## src/rtl/ym_serial_rx_pkg.sv

```systemverilog
// rtl/ym_serial_rx_pkg.sv - shared constants and types for the YMF262 serial receiver
`timescale 1ns/1ps
package ym_serial_rx_pkg;

   localparam int YM_WORD_BITS   = 16;
   localparam int YM_TIMEOUT     = 4096;
   localparam int YM_SYNC_STAGES = 2;

   // Bit positions inside ym_smp
   localparam int SMP_L = 0;
   localparam int SMP_R = 1;

   typedef struct packed {
      logic dclk_rise;
      logic data;
      logic l_end;
      logic r_end;
   } ym_evt_t;

endpackage

```

## src/rtl/ym_serial_rx_sync_edge.sv

```systemverilog
// rtl/ym_serial_rx_sync_edge.sv - multi-flop synchroniser with optional registered edge detect
`timescale 1ns/1ps
module ym_serial_rx_sync_edge #(
   parameter int STAGES = 2,
   parameter bit DETECT = 1'b1
) (
   input  logic clk28,
   input  logic n_rst,
   input  logic din,
   output logic q,
   output logic rise,
   output logic fall
);

   logic [STAGES-1:0] sync_q;
   logic              prev_q;

   always_ff @(posedge clk28 or negedge n_rst) begin
      if (!n_rst) begin
         sync_q <= '0;
         prev_q <= 1'b0;
      end else begin
         sync_q <= {sync_q[STAGES-2:0], din};
         prev_q <= sync_q[STAGES-1];
      end
   end

   // q is taken from the edge flop so the level lines up with rise/fall
   assign q = prev_q;

   generate
      if (DETECT) begin : g_detect
         logic rise_q;
         logic fall_q;

         always_ff @(posedge clk28 or negedge n_rst) begin
            if (!n_rst) begin
               rise_q <= 1'b0;
               fall_q <= 1'b0;
            end else begin
               rise_q <= sync_q[STAGES-1] & ~prev_q;
               fall_q <= ~sync_q[STAGES-1] & prev_q;
            end
         end

         assign rise = rise_q;
         assign fall = fall_q;
      end else begin : g_no_detect
         assign rise = 1'b0;
         assign fall = 1'b0;
      end
   endgenerate

endmodule

```

## src/rtl/ym_serial_rx.sv

```systemverilog
// rtl/ym_serial_rx.sv - YMF262 serial DAC stream deserialiser to signed left/right samples
`timescale 1ns/1ps
module ym_serial_rx
   import ym_serial_rx_pkg::*;
#(
   parameter int WORD_BITS   = YM_WORD_BITS,
   parameter int SYNC_STAGES = YM_SYNC_STAGES,
   parameter int TIMEOUT     = YM_TIMEOUT
) (
   input  logic                 clk28,
   input  logic                 n_rst,
   input  logic                 ym_dclk,
   input  logic                 ym_data,
   input  logic [1:0]           ym_smp,
   output logic [WORD_BITS-1:0] smp_l,
   output logic [WORD_BITS-1:0] smp_r,
   output logic                 smp_valid,
   output logic                 frame_err,
   output logic                 locked
);

   localparam int CW = $clog2(WORD_BITS + 2);
   localparam int TW = $clog2(TIMEOUT + 1);
   localparam logic [CW-1:0] CNT_FULL = CW'(WORD_BITS);
   localparam logic [CW-1:0] CNT_SAT  = CW'(WORD_BITS + 1);
   localparam logic [TW-1:0] TMAX     = TW'(TIMEOUT);

   logic       dclk_rise, l_end, r_end, data_s;
   logic [2:0] lvl_unused;
   logic [4:0] edge_unused;
   ym_evt_t    ev;

   ym_serial_rx_sync_edge #(.STAGES(SYNC_STAGES), .DETECT(1'b1)) u_dclk (
      .clk28(clk28), .n_rst(n_rst), .din(ym_dclk),
      .q(lvl_unused[0]), .rise(dclk_rise), .fall(edge_unused[0])
   );

   ym_serial_rx_sync_edge #(.STAGES(SYNC_STAGES), .DETECT(1'b1)) u_smp_l (
      .clk28(clk28), .n_rst(n_rst), .din(ym_smp[SMP_L]),
      .q(lvl_unused[1]), .rise(edge_unused[1]), .fall(l_end)
   );

   ym_serial_rx_sync_edge #(.STAGES(SYNC_STAGES), .DETECT(1'b1)) u_smp_r (
      .clk28(clk28), .n_rst(n_rst), .din(ym_smp[SMP_R]),
      .q(lvl_unused[2]), .rise(edge_unused[2]), .fall(r_end)
   );

   ym_serial_rx_sync_edge #(.STAGES(SYNC_STAGES), .DETECT(1'b0)) u_data (
      .clk28(clk28), .n_rst(n_rst), .din(ym_data),
      .q(data_s), .rise(edge_unused[3]), .fall(edge_unused[4])
   );

   assign ev = '{dclk_rise: dclk_rise, data: data_s, l_end: l_end, r_end: r_end};

   logic [WORD_BITS-1:0] shift_q, shift_n, hold_q, hold_n, smp_l_n, smp_r_n;
   logic [CW-1:0]        bit_cnt_q, bit_cnt_n;
   logic [TW-1:0]        timer_q, timer_n;
   logic                 pend_q, pend_n, valid_n, err_n, locked_n, cnt_ok;

   always_comb begin
      shift_n   = shift_q;
      hold_n    = hold_q;
      bit_cnt_n = bit_cnt_q;
      timer_n   = timer_q;
      pend_n    = pend_q;
      smp_l_n   = smp_l;
      smp_r_n   = smp_r;
      locked_n  = locked;
      valid_n   = 1'b0;
      err_n     = 1'b0;
      cnt_ok    = (bit_cnt_q == CNT_FULL);

      if (ev.dclk_rise) begin
         shift_n = {shift_q[WORD_BITS-2:0], ev.data};
         timer_n = '0;
         if (bit_cnt_q != CNT_SAT) bit_cnt_n = bit_cnt_q + 1'b1;
      end else if (timer_q != TMAX) begin
         timer_n = timer_q + 1'b1;
      end

      // Word ends latch the pre-shift register; a coincident new bit starts the next word
      if (ev.l_end) begin
         if (cnt_ok) begin
            hold_n = shift_q;
            pend_n = 1'b1;
         end else begin
            err_n  = 1'b1;
            pend_n = 1'b0;
         end
      end

      if (ev.r_end) begin
         if (cnt_ok && pend_n) begin
            smp_l_n  = hold_n;
            smp_r_n  = shift_q;
            valid_n  = 1'b1;
            locked_n = 1'b1;
         end else if (!cnt_ok) begin
            err_n = 1'b1;
         end
         pend_n = 1'b0;
      end

      if (ev.l_end || ev.r_end) bit_cnt_n = {{(CW-1){1'b0}}, ev.dclk_rise};

      if (timer_n == TMAX) begin
         locked_n  = 1'b0;
         smp_l_n   = '0;
         smp_r_n   = '0;
         pend_n    = 1'b0;
         bit_cnt_n = '0;
         valid_n   = 1'b0;
      end
   end

   always_ff @(posedge clk28 or negedge n_rst) begin
      if (!n_rst) begin
         shift_q   <= '0;
         hold_q    <= '0;
         bit_cnt_q <= '0;
         timer_q   <= '0;
         pend_q    <= 1'b0;
         smp_l     <= '0;
         smp_r     <= '0;
         smp_valid <= 1'b0;
         frame_err <= 1'b0;
         locked    <= 1'b0;
      end else begin
         shift_q   <= shift_n;
         hold_q    <= hold_n;
         bit_cnt_q <= bit_cnt_n;
         timer_q   <= timer_n;
         pend_q    <= pend_n;
         smp_l     <= smp_l_n;
         smp_r     <= smp_r_n;
         smp_valid <= valid_n;
         frame_err <= err_n;
         locked    <= locked_n;
      end
   end

endmodule
```

## config.mk

```make
export PLATFORM = sky130hd
export DESIGN_NAME = ym_serial_rx
export DESIGN_NICKNAME = d
export VERILOG_FILES = /design/src/rtl/ym_serial_rx_pkg.sv /design/src/rtl/ym_serial_rx_sync_edge.sv /design/src/rtl/ym_serial_rx.sv
export SDC_FILE = /design/constraint.sdc
export NUM_CORES = 1
export LEC_CHECK = 0
export ABC_AREA = 1
export BUFFER_PORTS_ARGS = -buffer_cell sky130_fd_sc_hd__buf_2
export CORE_MARGIN = 2
export CORE_UTILIZATION = 56
export DETAILED_ROUTE_END_ITERATION = 16
export PLACE_DENSITY = 0.87
export SYNTH_ARGS = -nofsm -noshare
export SYNTH_HDL_FRONTEND = slang
export SYNTH_SLANG_ARGS = --single-unit
```

## constraint.sdc

```tcl
create_clock -name clk28 -period 4.5 [get_ports clk28]
set_input_delay 0 -clock clk28 [delete_from_list [all_inputs] [get_ports clk28]]
set_output_delay 0 -clock clk28 [all_outputs]
set_load 0.05 [all_outputs]
```

---- Word-level counts from Yosys, hierarchy flattened ----
Index checks and enable logic that the tools add are counted.
storage, ports and cells
  flip-flop bits (word level) ............. 101
  output and inout port bits .............. 35
  word-level logic and storage cells ...... 70
  input port bits ......................... 6
cells by class
  mux-type cells .......................... 29
  equality and inequality tests ........... 4
  reduce and logical (&&, ||, !) cells .... 8
  bitwise logic cells ..................... 6
  add/sub/neg operators ................... 2
operators with widths
  cell                   count
  $mux 16                8
  $mux 13                2
  $mux 5                 4
  $mux 1                 15
  $add 13x1->13 const B  1
  $eq 13x13->1 const B   1
  $ne 13x13->1 const B   1
  $reduce_bool 3->1      2
  $add 5x1->5 const B    1
  $eq 5x5->1 const B     1
  $ne 5x5->1 const B     1
  $reduce_and 2->1       2
  $reduce_bool 2->1      2
  $and 1x1->1            3
  $not 1->1              3
  $logic_and 1x1->1      1
  $logic_or 1x1->1       1

---- Depth between registers and ports, before layout ----
Gate-level depths: netlist (run 1).
  word-level depth ........................ 7
  depth in mapped cells ................... 14
  gate-level depth less buffers ........... 12

---- Hierarchy ----
A second synthesis (run 1) with hierarchy kept.
second synthesis, totals
  cells, all modules ...................... 495
  area total of the unflattened synthesis .. 4556.9 um^2
by module, submodules not included
  module                                seq. area each (um^2)  cells an instance  area each (um^2)  times used
  ym_serial_rx                          2152.1                 462                4042.6            1
  ym_serial_rx_sync_edge at u_dclk ...  125.1                  9                  140.1             3
  ym_serial_rx_sync_edge at u_data      75.1                   6                  93.8              1

---- Worst setup path after synthesis (run 1) ----
Ideal clock, no wire load.
  kind .................................... reg-to-reg
  start ................................... register timer_q[0]
  end ..................................... register smp_l[0]
  cell stages (with the launch flop) ...... 15
  buffers on the path ..................... 2
  required time ........................... 4380 ps
  path slack .............................. 2714 ps
  period minus slack after synthesis ...... 1786 ps
  arrival ................................. 1666 ps
  path through ............................ dfrtp_1 -> ha_1 -> nand2_1 -> nor2_2 -> nand3_1 -> nand2_1 -> nor2_1 -> nor2_1 -> nand2_1 -> nor2_2 -> nand3_2 -> buf_6 -> buf_6 -> nand3_1 -> nand2_1
between the ends
  longest elaborated chain between the ends .. 6
ends and longest elaborated chain
  item                                                  line                                    source
  start, declared                                       ym_serial_rx.sv:57                      logic [TW-1:0] timer_q, timer_n;
  start signal, assigned                                ym_serial_rx.sv:132                     timer_q <= timer_n;
  $add 13x1->13 / $ne 13x13->1 (equally long branches)  ym_serial_rx.sv:78, ym_serial_rx.sv:77
  $mux 13 (*)                                           ym_serial_rx.sv:77                      end else if (timer_q != TMAX) begin
  $mux 13 (*)                                           ym_serial_rx.sv:73                      if (ev.dclk_rise) begin
  named net timer_n[8]                                  ym_serial_rx.sv:57
  $eq 13x13->1 (*)                                      ym_serial_rx.sv:106                     if (timer_n == TMAX) begin
  $reduce_bool 2->1 (no source line)                    n/a
  $reduce_and 2->1 (no source line)                     n/a
  end signal, assigned                                  ym_serial_rx.sv:134                     smp_l <= smp_l_n;
  end, declared                                         ym_serial_rx.sv:15                      output logic [WORD_BITS-1:0] smp_l,
The timed path passes the listed nets; every way through them passes the cells marked *.
A chain may end at the register's enable or synchronous reset.

---- Worst setup path in the final report (run 1) ----
  start ................................... register timer_q[0]
  end ..................................... register smp_l[0]
between the ends
  longest elaborated chain between the ends .. 6
ends and longest elaborated chain
  item                                                  line
  $add 13x1->13 / $ne 13x13->1 (equally long branches)  ym_serial_rx.sv:78, ym_serial_rx.sv:77
  $mux 13 (*)                                           ym_serial_rx.sv:77
  $mux 13 (*)                                           ym_serial_rx.sv:73
  $eq 13x13->1 (*)                                      ym_serial_rx.sv:106
  $reduce_bool 2->1 (no source line)                    n/a
  $reduce_and 2->1 (no source line)                     n/a
Mark *: on every way between the ends. The rest lies on a longest branch, timed or not.

==> impl_results.md, run 1 <==
* Slew HR at 0.434
* Ys async rst share at 1.00
* GRT overflow at 0
* First DRT Iteration DRCs at 294
* Share of the synthesized area in the top cell type at 0.590
* Initial antenna violation count at 0
* Crit path arrival time at 3.13 ns
* Crit end category: flip-flop
* Synth top area cells: dfrtp_1 (59%), nand3_1 (10%), nand2_1 (9.8%)
* Placer Congestion at 0.803
* ANT cells at 0
* # rows at 31
* Avg Cell Area, Syn at 8.85 um^2
* Deepest clock path buffer count at 2
* CTS tree: done
* Pwr Density at 353 nW/um^2
* Top_reg_cell synth: dfrtp_1
* FF-to-FF path depth at 11
* Post-synth top area cell: dfrtp_1
* DR vias at 3382
* Period utilization at 0.644
* Filler cells at 610
* I/O pin count at 41
* Critical Path Start Type: flip-flop
* Total power at 0.00168 W
* Flop-to-flop setup slack at 1.60 ns
* Hold violation total from the final report at 0
* Post-DP HPWL at 5620 um
* FF+latch count, synth at 101
* Remaining DRCs at 0
* Most frequent cell after synthesis: nand2_1
* CORE AREA at 7330 um^2
* CTS clk-pin slew, worst paths at 0.09 ns
* Horiz. Die Dim at 91.5 um
* Setup Fix Bufs, Post-CTS at 0
* H-tree levels at 3
* Static leakage at 2.57 nW
* Syn_nets at 495
* Seq/Total Area, Yosys at 0.590
* Fin. max-slew vios at 0
* Worst Skew at 0.00762 ns
* Worst path required time at 4.74 ns
* Post-layout min period at 2.90 ns
* Worst slack, placed at 1.70 ns
* # port buffers at 40
* Unrepaired setup endpoints after global routing: false
* Worst-margin pin slew at 0.848 ns
* Largest net degree at the start of global routing at 54
* Routed WL at 8480 um
* Wire per inst at 13.5 um
* Post-Syn Instances at 484
* Dpl cell area at 4510 um^2
* Final worst slack at 1.60 ns
* Num CTS Buffers at 9
* Clk root buf: clkbuf_8
* Die height at 91.5 um
* Clock latency at the later pin of the worst-skew pair at 0.36 ns
* Crit path kind: flip-flop to flip-flop
* Max_cap viols at 0
* Post-route antenna net violation count at 0
* Post-synth top cells: nand2_1 (112), dfrtp_1 (101), nand3_1 (87)
* Via/cell ratio at 5.39
* Drt pass-1 iters at 5
* Setup TNS at 0 ns
* Number of global-route vias before repair at 3264
* Final Setup Violations at 0
* Peak supply drop at 0.226 mV
* HP Class: primary input to async pin
* First-pass GRT wire length at 14700 um
* Clk sinks at 101
* EDFF count, synth at 0
* Post-Synthesis Cell Area at 4290 um^2
* Total GRT Usage at 0.219
* Area of the die at 8370 um^2
* Post-layout nets at 534
* Synth warn at 0
* Status: complete, no violations
* Finished Core Util at 0.648
* Fmax at 0.345 GHz
* Library cells used by synthesis at 22
* Area growth, synth to finish at 10.8%
* Post-CTS sizing at 0
* Fin area at 4750 um^2
* Worst-path fanout max at 43
* Initial Util at 0.585
* Share of layout cells above drive strength 1 at 0.131
==> flip-flops by register name (all words and copies together) (netlist names), 5 cells and up <==
signal / count
shift_q: 16
smp_l: 16
smp_r: 16
bit_cnt_q: 5
hold_q: 16
timer_q: 13
==> worst max-delay path, cell delays in order (launching register included) <==
cell and delay, ns:
dfrtp_1 0.41, ha_1 0.23, nand2_1 0.08, nor2_2 0.22
nand4_1 0.16, nand2_1 0.11, nand3b_1 0.07, nor2_1 0.13
nand3_2 0.65, buf_4 0.50, nand3_1 0.13, nand2_1 0.08
==> power breakdown <==
part | switching, W | internal, W
combinational | 0.0000972 | 0.0000465
clock | 0.000300 | 0.000237
sequential | 0.0000424 | 0.000954
total | 0.000439 | 0.00124
==> cells in the final DEF, fill, tap and decap left out, drive strengths merged <==
cell type,count
buf,44
o21ai,35
nand2,112
o21bai,1
inv,56
nor3,3
dfrtp,101
nand3b,1
clkbuf,13
clkinv,1
a31o,1
nand3,89
nor2,50
nand4,3
ha,5
dlygate4sd3,5
xor2,1
a21oi,7
==> final timing paths <==
path                                              from                           to
max reg2reg                       timer_q[0]$_DFF_PN0_         smp_l[0]$_DFFE_PN0P_
min in group clk28                           ym_smp[1]  u_smp_r.sync_q[0]$_DFF_PN0_
min reg2reg                u_smp_l.sync_q[0]$_DFF_PN0_  u_smp_l.sync_q[1]$_DFF_PN0_
max in group asynchronous                        n_rst         hold_q[15]$_DFF_PN0_
max                               timer_q[0]$_DFF_PN0_         smp_l[0]$_DFFE_PN0P_
min                                              n_rst  u_smp_l.sync_q[0]$_DFF_PN0_
==> metrics by stage <==
| stage | hold WS, ns | std cells |
|---|---|---|
| after floorplan | -0.296 | 484 |
| after global placement | 0.0778 | 606 |
| after detailed placement | 0.0834 | 606 |
| after CTS | 0.230 | 627 |
| after global routing | 0.262 | 627 |
| final | 0.213 | 627 |
==> metal layers <==
layer | track usage | vias up | share of wire
li1 | - | 1624 | -
met1 | 0.291 | 1607 | 0.42
met2 | 0.355 | 133 | 0.48
met3 | 0.0423 | 18 | 0.076
met4 | 0.0871 | 0 | 0.019
met5 | 0 | - | 0
==> kinds of logic after synthesis <==
family	share of synthesized area
xor gates and xnor gates	0.00204
DFF	0.590
adders and majority gates	0.0146
and+or+nand+nor	0.263
AOI/OAI and AO/OA	0.0528
buffers and inverters	0.0774
==> cell type report <==
type                    instances  area, um^2  area share
clock buffers                  13         159      0.0335
clock inverters                 3        26.3     0.00553
well taps                      99         124      0.0261
multi-input cells             308        1430       0.300
inverters                      54         203      0.0427
repair buffers                 49         283      0.0596
flip-flops and latches        101        2530       0.532
==> what timing repair did <==
action	CTS	global route
endpoints found under the hold margin	56	0
setup endpoints to repair	0	0
hold buffers	5	0
Note: power is estimated with default switching activity, not from simulation.
==> inputs of run 2 (changes only) <==
- clock period: 4.5 -> 2.8 ns (I/O delays scaled with it)
==> impl_results.md, run 2 (synthesis results as in run 1) <==
* Status: complete, no violations
* Area of the die at 8370 um^2 (unchanged)
* Routed WL at 8640 um (+1.9%)
* Post-route antenna net violation count at 0 (unchanged)
* Slew HR at 0.453 (+0.0190)
* Hold violation total from the final report at 0 (unchanged)
* DP Cell Count at 607 (+0.17%)
* Crit path arrival time at 2.50 ns (-0.63 ns)
* Horiz. Die Dim at 91.5 um (unchanged)
* Final Setup Violations at 0 (unchanged)
* DR vias at 3422 (+1.2%)
* CTS tree: done
* Post-layout min period at 2.20 ns (-0.699 ns)
* Hold_ws at 0.265 ns (+0.0519 ns)
* # rows at 31 (unchanged)
* CORE AREA at 7330 um^2 (unchanged)
* Deepest clock path buffer count at 2 (unchanged)
* Most common cell after layout, fill and taps aside: nand2_1
* Worst-margin pin slew at 0.820 ns (-0.0285 ns)
* H-tree levels at 3 (unchanged)
* Post-layout nets at 535 (+0.19%)
* Via/cell ratio at 5.45 (+1.0%)
* Share of layout cells above drive strength 1 at 0.136 (+0.00542)
* Unrepaired setup endpoints after global routing: false
* Critical Path Start Type: flip-flop
* Clk root buf: clkbuf_8
* Total GRT Usage at 0.223 (+0.00413)
* Footprint of the multi-input gates at 1430 um^2 (unchanged)
* Finished Core Util at 0.654 (+0.00580)
* Peak supply drop at 0.477 mV (+110%)
* Die height at 91.5 um (unchanged)
* Crit end category: flip-flop
* Max_cap viols at 0 (unchanged)
* Post-CTS sizing at 0 (unchanged)
* Remaining DRCs at 0 (unchanged)
* Period utilization at 0.786 (+0.142)
* Number of global-route vias before repair at 3247 (-0.52%)
* Total power at 0.00279 W (+66%)
* Area growth, synth to finish at 11.8%
* Fmax at 0.454 GHz (+32%)
* Clk sinks at 101 (unchanged)
* Most frequent cells in the layout: nand2_1 (112), dfrtp_1 (101), nand3_1 (87), inv_1 (52), nor2_1 (45)
* Fin. max-slew vios at 0 (unchanged)
* Num CTS Buffers at 9 (unchanged)
* Wire per inst at 13.8 um (+1.7%)
* Initial antenna violation count at 0 (unchanged)
* Clock latency at the later pin of the worst-skew pair at 0.36 ns (about the same)
* Register Area at 2530 um^2 (unchanged)
* # port buffers at 40 (unchanged)
* Largest net degree at the start of global routing at 70 (+30%)
* First-pass GRT wire length at 14900 um (+1.0%)
* I/O pin count at 41 (unchanged)
* Crit path kind: flip-flop to flip-flop
* HP Class: primary input to async pin
* CTS clk-pin slew, worst paths at 0.10 ns (about the same)
* Static leakage at 2.59 nW (+0.72%)
* Initial Util at 0.585 (unchanged)
* Worst Skew at 0.00714 ns (-0.000475 ns)
* Pwr Density at 582 nW/um^2 (+65%)
* Setup TNS at 0 ns (unchanged)
* Non-filler cells, final at 628 (+0.16%)
* First DRT Iteration DRCs at 390 (+33%)
* Filler cells at 541 (-11%)
* GRT overflow at 0 (unchanged)
* ANT cells at 0 (unchanged)
* Worst-path fanout max at 32 (-26%)
* Drt pass-1 iters at 5 (unchanged)
* Post-DP HPWL at 5620 um (about the same)
* Placer Congestion at 0.814 (+1.3%)
* Worst path required time at 3.10 ns (-1.64 ns)
run 2: cell count changes in the layout (fill, tap and decap cells not counted):
| cell | previous run | this run |
|---|---|---|
| clkbuf_1 | 2 | 0 |
| bufinv_16 | 0 | 1 |
| clkinv_4 | 1 | 3 |
| buf_12 | 0 | 1 |
| clkinvlp_4 | 0 | 1 |
| inv_8 | 0 | 1 |
| inv_6 | 2 | 1 |
| clkbuf_8 | 11 | 9 |
run 2: metrics by stage:
stage	cell area, um^2	worst slack, ns
after floorplan	4290	1.01
after global placement	4530	0.790
after detailed placement	4530	0.682
after CTS	4790	0.615
after global routing	4790	0.378
final	4790	0.599
run 2: path summary, 6_finish.rpt:
kind,start,to,slack [ns],depth (start not counted)
max,bit_cnt_q[0]$_DFFE_PN0P_,smp_l[14]$_DFFE_PN0P_,0.60,9
min,n_rst,u_smp_r.sync_q[0]$_DFF_PN0_,0.26,2
max reg2reg,bit_cnt_q[0]$_DFFE_PN0P_,smp_l[14]$_DFFE_PN0P_,0.60,9
min reg2reg,u_data.sync_q[1]$_DFF_PN0_,u_data.q$_DFF_PN0_,0.35,0
max in group asynchronous,n_rst,u_smp_l.fall$_DFF_PN0_,1.76,3
min in group clk28,ym_data,u_data.sync_q[0]$_DFF_PN0_,0.27,2
run 2: report_power, final:
part           internal, W  switching [W]  leakage (nW)  total, W
clock network     0.000427       0.000514         0.102  0.000941
registers          0.00153      0.0000697          1.36   0.00160
logic            0.0000767       0.000166          1.12  0.000242
run 2: layout make-up:
| class | count | area share |
|---|---|---|
| clock inverter | 7 | 0.0175 |
| sequential | 101 | 0.528 |
| multi-input combinational | 308 | 0.298 |
| timing repair buffer | 50 | 0.0632 |
| clock buffer | 9 | 0.0259 |
| tap | 99 | 0.0259 |
| inverter | 54 | 0.0423 |
run 2: what timing repair did:
action,4_1_cts,5_1_grt
hold buffers,5,0
setup buffers,0,0
endpoints found under the hold margin,71,0
run 2: metal layers:
metal	up-vias	routed length, um	global-route usage
met1	1652	3700	0.303
met5	-	0	0
met2	134	4270	0.355
met3	11	524	0.0423
li1	1625	-	-
met4	0	148	0.0884
run 2: critical path: stages (launching register included):
cell and delay, ns:
dfrtp_1 0.44, inv_1 0.10, ha_1 0.22, nand2_1 0.15, nor2_1 0.08, inv_1 0.60, nand2_1 0.14, o21ai_0 0.17
nand3_1 0.13, nand2_1 0.09
==> inputs of run 3 (changes only) <==
- clock period: 2.8 -> 2.3 ns (I/O delays scaled with it)
==> impl_results.md, run 3 (synthesis results as in run 1) <==
* Area of the die at 8370 um^2 (unchanged)
* Unrepaired setup endpoints after global routing: false
* Status: complete, no violations
* First-pass GRT wire length at 14700 um (-1.1%)
* Worst-path fanout max at 33 (+3.1%)
* Post-layout nets at 535 (unchanged)
* Crit end category: flip-flop
* I/O pin count at 41 (unchanged)
* Worst Skew at 0.0116 ns (+0.00445 ns)
* Clock latency at the later pin of the worst-skew pair at 0.36 ns (about the same)
* Period utilization at 0.901 (+0.115)
* Placer Congestion at 0.910 (+12%)
* Crit path kind: flip-flop to flip-flop
* Post-DP HPWL at 5620 um (about the same)
* DR vias at 3338 (-2.5%)
* Post-route antenna net violation count at 0 (unchanged)
* Cells along the critical path: inv_1 -> ha_1 -> nand2_1 -> nor2_1 -> a21oi_1 -> nor3_4 -> inv_2 -> nand3_1 -> nand2_1
* Routed WL at 8410 um (-2.7%)
* Peak supply drop at 0.347 mV (-27%)
* Number of global-route vias before repair at 3234 (-0.40%)
* Num CTS Buffers at 9 (unchanged)
* Highest metal used: met4
* GRT overflow at 0 (unchanged)
* Final Setup Violations at 0 (unchanged)
* Met3 WL at 415 um (-21%)
* Hold violation total from the final report at 0 (unchanged)
* CTS clk-pin slew, worst paths at 0.09 ns (about the same)
* CORE AREA at 7330 um^2 (unchanged)
* Max_cap viols at 0 (unchanged)
* Most frequent cells in the layout: nand2_1 (112), dfrtp_1 (101), nand3_1 (87), inv_1 (52), nor2_1 (45)
* Initial Util at 0.585 (unchanged)
* Initial antenna violation count at 0 (unchanged)
* Area growth, synth to finish at 11.9%
* HP Class: primary input to async pin
* # rows at 31 (unchanged)
* # port buffers at 40 (unchanged)
* Static leakage at 2.58 nW (about the same)
* Total GRT Usage at 0.219 (-0.00430)
* CP Launch Point: bit_cnt_q[0]$_DFFE_PN0P_
* Fmax at 0.482 GHz (+6.2%)
* H-tree levels at 3 (unchanged)
* Largest net degree at the start of global routing at 66 (-5.7%)
* ANT cells at 0 (unchanged)
* Clk sinks at 101 (unchanged)
* Via/cell ratio at 5.32 (-2.5%)
* Remaining DRCs at 0 (unchanged)
* CP max stage cell: dfrtp_1
* Critical Path Start Type: flip-flop
* Setup TNS at 0 ns (unchanged)
* Met2 wire len at 4030 um (-5.6%)
* Horiz. Die Dim at 91.5 um (unchanged)
* Total power at 0.00335 W (+20%)
* First DRT Iteration DRCs at 288 (-26%)
* Share of layout cells above drive strength 1 at 0.134 (-0.00189)
* Met1 Wirelength at 3830 um (+3.5%)
* Deepest clock path buffer count at 2 (unchanged)
* Clk root buf: clkbuf_8
* Wire per inst at 13.4 um (-2.7%)
* Most common cell after layout, fill and taps aside: nand2_1
* Post-layout min period at 2.07 ns (-0.128 ns)
* Post-CTS sizing at 0 (unchanged)
* Die height at 91.5 um (unchanged)
* Crit path largest cell delay at 0.44 ns (-0.16 ns)
* Worst path required time at 2.59 ns (-0.51 ns)
* Critical path's most frequent cell: nand2_1
* Pwr Density at 699 nW/um^2 (+20%)
* R2R Path Start: bit_cnt_q[0]$_DFFE_PN0P_
* Worst-margin pin slew at 0.629 ns (-0.191 ns)
* CTS tree: done
* Drt pass-1 iters at 5 (unchanged)
* Slew HR at 0.581 (+0.128)
* Crit path arrival time at 2.37 ns (-0.13 ns)
* Fin. max-slew vios at 0 (unchanged)
-- run 3: layer usage --
layer,global-route usage,vias to the layer above
li1,-,1620
met1,0.300,1600
met2,0.343,103
met3,0.0539,15
met4,0.0732,0
met5,0,-
-- run 3: report_power, final --
part / total [W] / switching, W / internal (W) / leakage, nW
registers: 0.00195 / 0.0000855 / 0.00187 / 1.36
logic: 0.000292 / 0.000199 / 0.0000935 / 1.12
clock network: 0.00111 / 0.000595 / 0.000513 / 0.0971
-- run 3: stage by stage --
stage                     utilization  hold WS, ns  instances  worst slack, ns  instance area, um^2
after global placement          0.620       0.0458        607            0.364                 4550
after floorplan                     -       -0.296        484            0.514                 4290
after global routing            0.654        0.252        628         0.000266                 4800
after detailed placement        0.620       0.0563        607            0.278                 4550
after CTS                       0.654        0.201        628            0.231                 4800
final                           0.654        0.204        628            0.227                 4800
-- run 3: worst paths after layout --
check                                              end  slack [ns]  cells past startpoint
setup reg to reg                  smp_l[4]$_DFFE_PN0P_        0.23                      9
min in group clk28         u_smp_l.sync_q[0]$_DFF_PN0_        0.28                      2
hold / removal                    timer_q[3]$_DFF_PN0_        0.20                      2
setup / recovery                  smp_l[4]$_DFFE_PN0P_        0.23                      9
max in group asynchronous         smp_r[3]$_DFFE_PN0P_        1.41                      3
hold reg to reg                     u_data.q$_DFF_PN0_        0.35                      0
-- run 3: area by class of cell --
class	count	area, um^2
inverter	54	203
fill	541	2530
multi-input combinational	308	1430
tap	99	124
clock inverter	6	72.6
sequential	101	2530
clock buffer	10	128
timing repair buffer	50	315
-- run 3: timing repair --
item | 4_1_cts | 5_1_grt
hold buffers | 5 | 0
setup buffers | 0 | 0
endpoints found under the hold margin | 52 | 0
-- run 3: critical path, delay by kind of cell, from the launching register on --
kind | cells | cell delay (ns)
compound gates | 1 | 0.28
flops | 1 | 0.44
buf+inv | 2 | 0.52
fa+ha+maj | 1 | 0.19
simple gates | 5 | 0.57
